File: src/rtl/pipelined_control_unit.sv
// pipelined_control_unit
//
// Decodes the RV subset (R-type, ld, sd, beq, addi) in ID and carries the
// control bundle through registered EX, MEM and WB slots. Generates the
// load-use stall, the taken-branch flush and a one-cycle illegal-opcode pulse,
// and keeps saturating stall/flush event counters.
//
// Ports:
//   clk, rst_n                      clock, asynchronous active-low reset
//   id_valid, id_opcode             ID-stage instruction presence and opcode
//   id_rs1, id_rs2, id_rd           ID-stage register indices
//   ex_branch_taken                 EX comparator result for the EX instruction
//   stall_id, flush                 combinational hazard controls
//   illegal_op                      registered pulse on an unrecognised opcode
//   ex_*, mem_*, wb_*               per-stage control bundles
//   stall_count, flush_count        saturating event counters
module pipelined_control_unit #(
  parameter int unsigned REG_ADDR_W = 5,
  parameter int unsigned CNT_W      = 16,
  parameter int unsigned HAZARD_EN  = 1
) (
  input  logic                  clk,
  input  logic                  rst_n,
  input  logic                  id_valid,
  input  logic [6:0]            id_opcode,
  input  logic [REG_ADDR_W-1:0] id_rs1,
  input  logic [REG_ADDR_W-1:0] id_rs2,
  input  logic [REG_ADDR_W-1:0] id_rd,
  input  logic                  ex_branch_taken,
  output logic                  stall_id,
  output logic                  flush,
  output logic                  illegal_op,
  output logic                  ex_valid,
  output logic [1:0]            ex_alu_op,
  output logic                  ex_alu_src,
  output logic                  ex_branch,
  output logic                  ex_mem_read,
  output logic                  ex_mem_write,
  output logic                  ex_mem_to_reg,
  output logic                  ex_reg_write,
  output logic [REG_ADDR_W-1:0] ex_rd,
  output logic                  mem_valid,
  output logic                  mem_mem_read,
  output logic                  mem_mem_write,
  output logic                  mem_mem_to_reg,
  output logic                  mem_reg_write,
  output logic [REG_ADDR_W-1:0] mem_rd,
  output logic                  wb_valid,
  output logic                  wb_mem_to_reg,
  output logic                  wb_reg_write,
  output logic [REG_ADDR_W-1:0] wb_rd,
  output logic [CNT_W-1:0]      stall_count,
  output logic [CNT_W-1:0]      flush_count
);

  localparam logic [6:0] OpR    = 7'b0110011;
  localparam logic [6:0] OpLd   = 7'b0000011;
  localparam logic [6:0] OpSd   = 7'b0100011;
  localparam logic [6:0] OpBeq  = 7'b1100011;
  localparam logic [6:0] OpAddi = 7'b0010011;

  typedef struct packed {
    logic       alu_src;
    logic       mem_to_reg;
    logic       reg_write;
    logic       mem_read;
    logic       mem_write;
    logic       branch;
    logic [1:0] alu_op;
  } ctrl_t;

  typedef struct packed {
    logic                  valid;
    ctrl_t                 ctrl;
    logic [REG_ADDR_W-1:0] rd;
  } slot_t;

  localparam slot_t Bubble = '0;

  ctrl_t dec_ctrl;
  logic  dec_legal;
  logic  dec_uses_rs2;

  slot_t ex_d, ex_q, mem_q, wb_q;
  logic  illegal_d, illegal_q;
  logic  hazard_raw;
  logic  [CNT_W-1:0] stall_cnt_q, flush_cnt_q;

  // Opcode decode: anything outside the table yields an all-zero bundle.
  always_comb begin
    dec_ctrl     = '0;
    dec_legal    = 1'b0;
    dec_uses_rs2 = 1'b0;
    case (id_opcode)
      OpR: begin
        dec_ctrl     = '{alu_src: 1'b0, mem_to_reg: 1'b0, reg_write: 1'b1, mem_read: 1'b0,
                         mem_write: 1'b0, branch: 1'b0, alu_op: 2'b10};
        dec_legal    = 1'b1;
        dec_uses_rs2 = 1'b1;
      end
      OpLd: begin
        dec_ctrl  = '{alu_src: 1'b1, mem_to_reg: 1'b1, reg_write: 1'b1, mem_read: 1'b1,
                      mem_write: 1'b0, branch: 1'b0, alu_op: 2'b00};
        dec_legal = 1'b1;
      end
      OpSd: begin
        dec_ctrl     = '{alu_src: 1'b1, mem_to_reg: 1'b0, reg_write: 1'b0, mem_read: 1'b0,
                         mem_write: 1'b1, branch: 1'b0, alu_op: 2'b00};
        dec_legal    = 1'b1;
        dec_uses_rs2 = 1'b1;
      end
      OpBeq: begin
        dec_ctrl     = '{alu_src: 1'b0, mem_to_reg: 1'b0, reg_write: 1'b0, mem_read: 1'b0,
                         mem_write: 1'b0, branch: 1'b1, alu_op: 2'b01};
        dec_legal    = 1'b1;
        dec_uses_rs2 = 1'b1;
      end
      OpAddi: begin
        dec_ctrl  = '{alu_src: 1'b1, mem_to_reg: 1'b0, reg_write: 1'b1, mem_read: 1'b0,
                      mem_write: 1'b0, branch: 1'b0, alu_op: 2'b00};
        dec_legal = 1'b1;
      end
      default: ;
    endcase
  end

  // Hazards are purely combinational from ID inputs and EX state.
  always_comb begin
    flush      = ex_q.valid & ex_q.ctrl.branch & ex_branch_taken;
    hazard_raw = (HAZARD_EN != 0) & id_valid & dec_legal & ex_q.valid & ex_q.ctrl.mem_read &
                 (ex_q.rd != '0) &
                 ((ex_q.rd == id_rs1) | (dec_uses_rs2 & (ex_q.rd == id_rs2)));
    // A redirect makes the held instruction moot, so flush overrides stall.
    stall_id   = hazard_raw & ~flush;
  end

  always_comb begin
    ex_d = Bubble;
    if (!flush && !stall_id && id_valid && dec_legal) begin
      ex_d.valid = 1'b1;
      ex_d.ctrl  = dec_ctrl;
      ex_d.rd    = id_rd;
    end
    illegal_d = id_valid & ~dec_legal & ~flush;
  end

  always_ff @(posedge clk or negedge rst_n) begin
    if (!rst_n) begin
      ex_q        <= Bubble;
      mem_q       <= Bubble;
      wb_q        <= Bubble;
      illegal_q   <= 1'b0;
      stall_cnt_q <= '0;
      flush_cnt_q <= '0;
    end else begin
      ex_q      <= ex_d;
      mem_q     <= ex_q;
      wb_q      <= mem_q;
      illegal_q <= illegal_d;
      if (stall_id && (stall_cnt_q != '1)) stall_cnt_q <= stall_cnt_q + CNT_W'(1);
      if (flush && (flush_cnt_q != '1)) flush_cnt_q <= flush_cnt_q + CNT_W'(1);
    end
  end

  assign illegal_op     = illegal_q;
  assign ex_valid       = ex_q.valid;
  assign ex_alu_op      = ex_q.ctrl.alu_op;
  assign ex_alu_src     = ex_q.ctrl.alu_src;
  assign ex_branch      = ex_q.ctrl.branch;
  assign ex_mem_read    = ex_q.ctrl.mem_read;
  assign ex_mem_write   = ex_q.ctrl.mem_write;
  assign ex_mem_to_reg  = ex_q.ctrl.mem_to_reg;
  assign ex_reg_write   = ex_q.ctrl.reg_write;
  assign ex_rd          = ex_q.rd;
  assign mem_valid      = mem_q.valid;
  assign mem_mem_read   = mem_q.ctrl.mem_read;
  assign mem_mem_write  = mem_q.ctrl.mem_write;
  assign mem_mem_to_reg = mem_q.ctrl.mem_to_reg;
  assign mem_reg_write  = mem_q.ctrl.reg_write;
  assign mem_rd         = mem_q.rd;
  assign wb_valid       = wb_q.valid;
  assign wb_mem_to_reg  = wb_q.ctrl.mem_to_reg;
  assign wb_reg_write   = wb_q.ctrl.reg_write;
  assign wb_rd          = wb_q.rd;
  assign stall_count    = stall_cnt_q;
  assign flush_count    = flush_cnt_q;

endmodule
File: config.mk
export PLATFORM = sky130hd
export DESIGN_NAME = pipelined_control_unit
export DESIGN_NICKNAME = d
export VERILOG_FILES = /design/src/rtl/pipelined_control_unit.sv
export SDC_FILE = /design/constraint.sdc
export NUM_CORES = 1
export LEC_CHECK = 0
export ABC_CLOCK_PERIOD_IN_PS = 1700
export CAP_MARGIN = 10
export CORE_MARGIN = 1
export CORE_UTILIZATION = 42
export CTS_BUF_LIST = sky130_fd_sc_hd__clkbuf_4 sky130_fd_sc_hd__clkbuf_8
export CTS_CLUSTER_DIAMETER = 100
export CTS_CLUSTER_SIZE = 40
export DETAILED_ROUTE_END_ITERATION = 10
export PLACE_DENSITY = 0.79
export SYNTH_ARGS = -nofsm -noshare
export SYNTH_HDL_FRONTEND = slang
export SYNTH_SLANG_ARGS = --single-unit
File: constraint.sdc
create_clock -name clk -period 1.7 [get_ports clk]
set_input_delay 0.34 -clock clk [delete_from_list [all_inputs] [get_ports clk]]
set_output_delay 0.34 -clock clk [all_outputs]
set_load 0.03 [all_outputs]
==> results.py <==
metrics = {
    "outcome": {
        "status": "finished with violations",
        "violations": "negative setup slack",
    },
    "clock_network": {
        "cts_root_buf": "clkbuf_8",
        "clkTransAtPathRegs_ns": 0.07,
        "clockBufferDepth": 2,
        "cts_sinks": 62,
        "cts_inserted_buffers": 9,
        "cts_tree": "built",
        "clk_latency_ns": 0.33,
        "h-tree-depth": 3,
    },
    "timing": {
        "timing.final.ws_setup_ns": -0.242,
        "fmax_mhz": 515,
        "timing.hold.ws_ns": 0.366,
        "post-route-period-util": 1.14,
        "hold_viol": 0,
        "worst_pin_slew_ns": 0.543,
        "setup_violations": 16,
        "slew_viol_final": 0,
        "grt_setup_unrepaired": "yes",
        "skew_ns": 0.00770,
        "period_minus_slack_ns": 1.94,
        "slew_headroom": 0.638,
    },
    "setup_path": {
        "critPathRequiredTime_ns": 1.36,
        "r2r_cells": 8,
        "endpoint_kind": "output pin",
        "cp_max_fo": 3,
        "cp-start-kind": "register",
        "arrival_ns": 1.60,
        "worst-setup-path-type": "register to output pin",
    },
    "place": {
        "port_buffers": 92,
        "gp_congestion": 0.851,
        "hpwl_um": 4630,
        "placedCellCount": 404,
    },
    "synthesis": {
        "yosys.area_share.xor_xnor": 0.138,
        "synth_top_cell_area_share": 0.600,
        "synthAdderAreaFrac": 0.00967,
        "synth_top_family_by_area": "simple AND/OR/NAND/NOR gates",
        "ys_ff_latch": 62,
        "synthMuxAreaShare": 0.00870,
        "synth-edff-count": 0,
        "synth.distinct_cells": 34,
        "synth_compound_area_frac": 0.0222,
        "synthCells": 205,
        "synth-simple-area-share": 0.197,
        "synth.net_count": 233,
        "syn_area_sq_um": 2590,
        "synth_top_area_cell": "dfrtp_1",
        "ys_seq_area_frac": 0.600,
        "async_flop_share": 1.00,
        "synth.area.top_cells": "dfrtp_1, xnor2_1, nand4_1",
        "yosysWarnings": 0,
        "syn_avg_cell_area_sq_um": 12.6,
        "synth_ff_type": "dfrtp_1",
    },
    "detailed_routing": {
        "drc": 0,
        "antenna_left": 0,
        "dr.pass1.iters": 4,
        "drt_iter0_drc": 84,
        "routed_via_density": 5.13,
        "wl_per_cell_um": 16.2,
        "num_vias": 2213,
        "drt-total-wl_um": 7000,
    },
    "floorplan": {
        "coreArea_sq_um": 5920,
        "dieWidth_um": 80.5,
        "dieArea_sq_um": 6480,
        "core.rowCount": 28,
        "initial_core_util": 0.437,
        "die_y_um": 80.5,
        "io_pins": 93,
    },
    "finish": {
        "final_common_cell": "dlygate4sd2_1",
        "drive_above_1_share": 0.348,
        "mostFrequentLayoutCells": "dlygate4sd2_1, dfrtp_1, buf_4, xnor2_1, clkdlybuf4s50_1",
        "final_nets": 379,
        "synthToLayoutAreaGrowth_pct": 69.2,
        "stdcell_count": 431,
        "antenna_cells": 0,
    },
    "grt": {
        "overflow": 0,
        "grt_max_degree": 23,
        "grt_pass1_wl_um": 10200,
        "grt_pass1_vias": 2094,
        "antenna_found_initial": 0,
        "track_usage": 0.216,
    },
    "power_and_ir_drop": {
        "p_per_area_nw_per_um2": 712,
        "power_leakage_nw": 2.46,
        "peakVddDrop_v": 0.000550,
    },
    "worst_hold_path": {
        "hold_depth": 0,
        "hp-class": "register to register",
    },
    "flow_run": {
        "max_cap_viol_count": 0,
    },
}
-- synthesized netlist by cell type, types with 2 or more instances --
| master | instances |
|---|---|
| and4_1 | 2 |
| nand2_1 | 13 |
| nand4_1 | 14 |
| nor3_1 | 4 |
| buf_4 | 3 |
| and4b_1 | 2 |
| dfrtp_1 | 62 |
| xor2_1 | 3 |
| and3_1 | 9 |
| nand3_2 | 4 |
| mux2_2 | 2 |
| nor2_1 | 4 |
| buf_2 | 2 |
| ha_1 | 2 |
| xnor2_1 | 36 |
| a21oi_1 | 3 |
| and2_1 | 7 |
| nand3_1 | 15 |
| inv_1 | 3 |
-- critical path: stages, from the launching register on --
cell and delay, ns:
dfrtp_2 0.43, xnor2_1 0.16, nand4_1 0.16, o22ai_2 0.20, nand2_2 0.09, nor2_2 0.10
buf_6 0.14
-- stage by stage --
stage           util  TNS (ns)  area, sq um  setup slack, ns  total power [W]
3_3_place_gp   0.666    -12.14         3940           -0.421          0.00168
3_5_place_dp   0.666    -12.68         3940           -0.453          0.00168
2_1_floorplan      -     -1.46         2680           -0.131          0.00155
6_report       0.739     -2.63         4380           -0.242          0.00312
4_1_cts        0.715     -1.71         4240           -0.213          0.00313
5_1_grt        0.739     -4.75         4380           -0.354          0.00323
-- report_power, final --
| group | switching, W | internal, W |
|---|---|---|
| clock | 0.000541 | 0.000917 |
| combinational | 0.0000824 | 0.0000914 |
| sequential | 0.00000358 | 0.00148 |
-- per-layer routing --
layer,track usage,up-vias,share of wire
met2,0.356,74,0.51
met5,0,-,0
met1,0.264,1119,0.43
li1,-,1003,-
met3,0.0534,17,0.043
met4,0.105,0,0.016
-- repair_timing --
action                                  4_1_cts  5_1_grt
gates resized for setup                      83       27
gates cloned                                  0        1
endpoints found under the setup margin       80       47
pin swaps                                    24        7
hold endpoints to repair                     18        0
hold buffers                                  1        0
setup buffers                                 4        6
-- layout make-up --
type,count,area (sq um)
inverter,3,11.3
timing repair buffer,141,1300
sequential,62,1570
fill,423,1540
tap,75,93.8
clock buffer,12,159
clock inverter,4,70.1
multi-input combinational,134,1170
-- kinds of logic after synthesis --
family | Yosys count
and+or+nand+nor | 82
DFF | 62
adders and majority gates | 2
muxes | 2
buffers and inverters | 10
xor gates and xnor gates | 40
AOI/OAI and AO/OA | 7
-- path summary, 6_finish.rpt --
check / start / end / slack, ns
worst min register to register: mem_rd[4] / wb_rd[4] / 0.37
worst max-delay path: ex_rd[3] / stall_id / -0.24
worst min-delay path: mem_rd[4] / wb_rd[4] / 0.37
max in group asynchronous: rst_n / flush_count[1] / 0.66
min in group asynchronous: rst_n / mem_rd[1] / 0.52
worst max register to register: ex_rd[3] / stall_count[11] / -0.22
No activity file was read; power rests on OpenSTA's default activity.
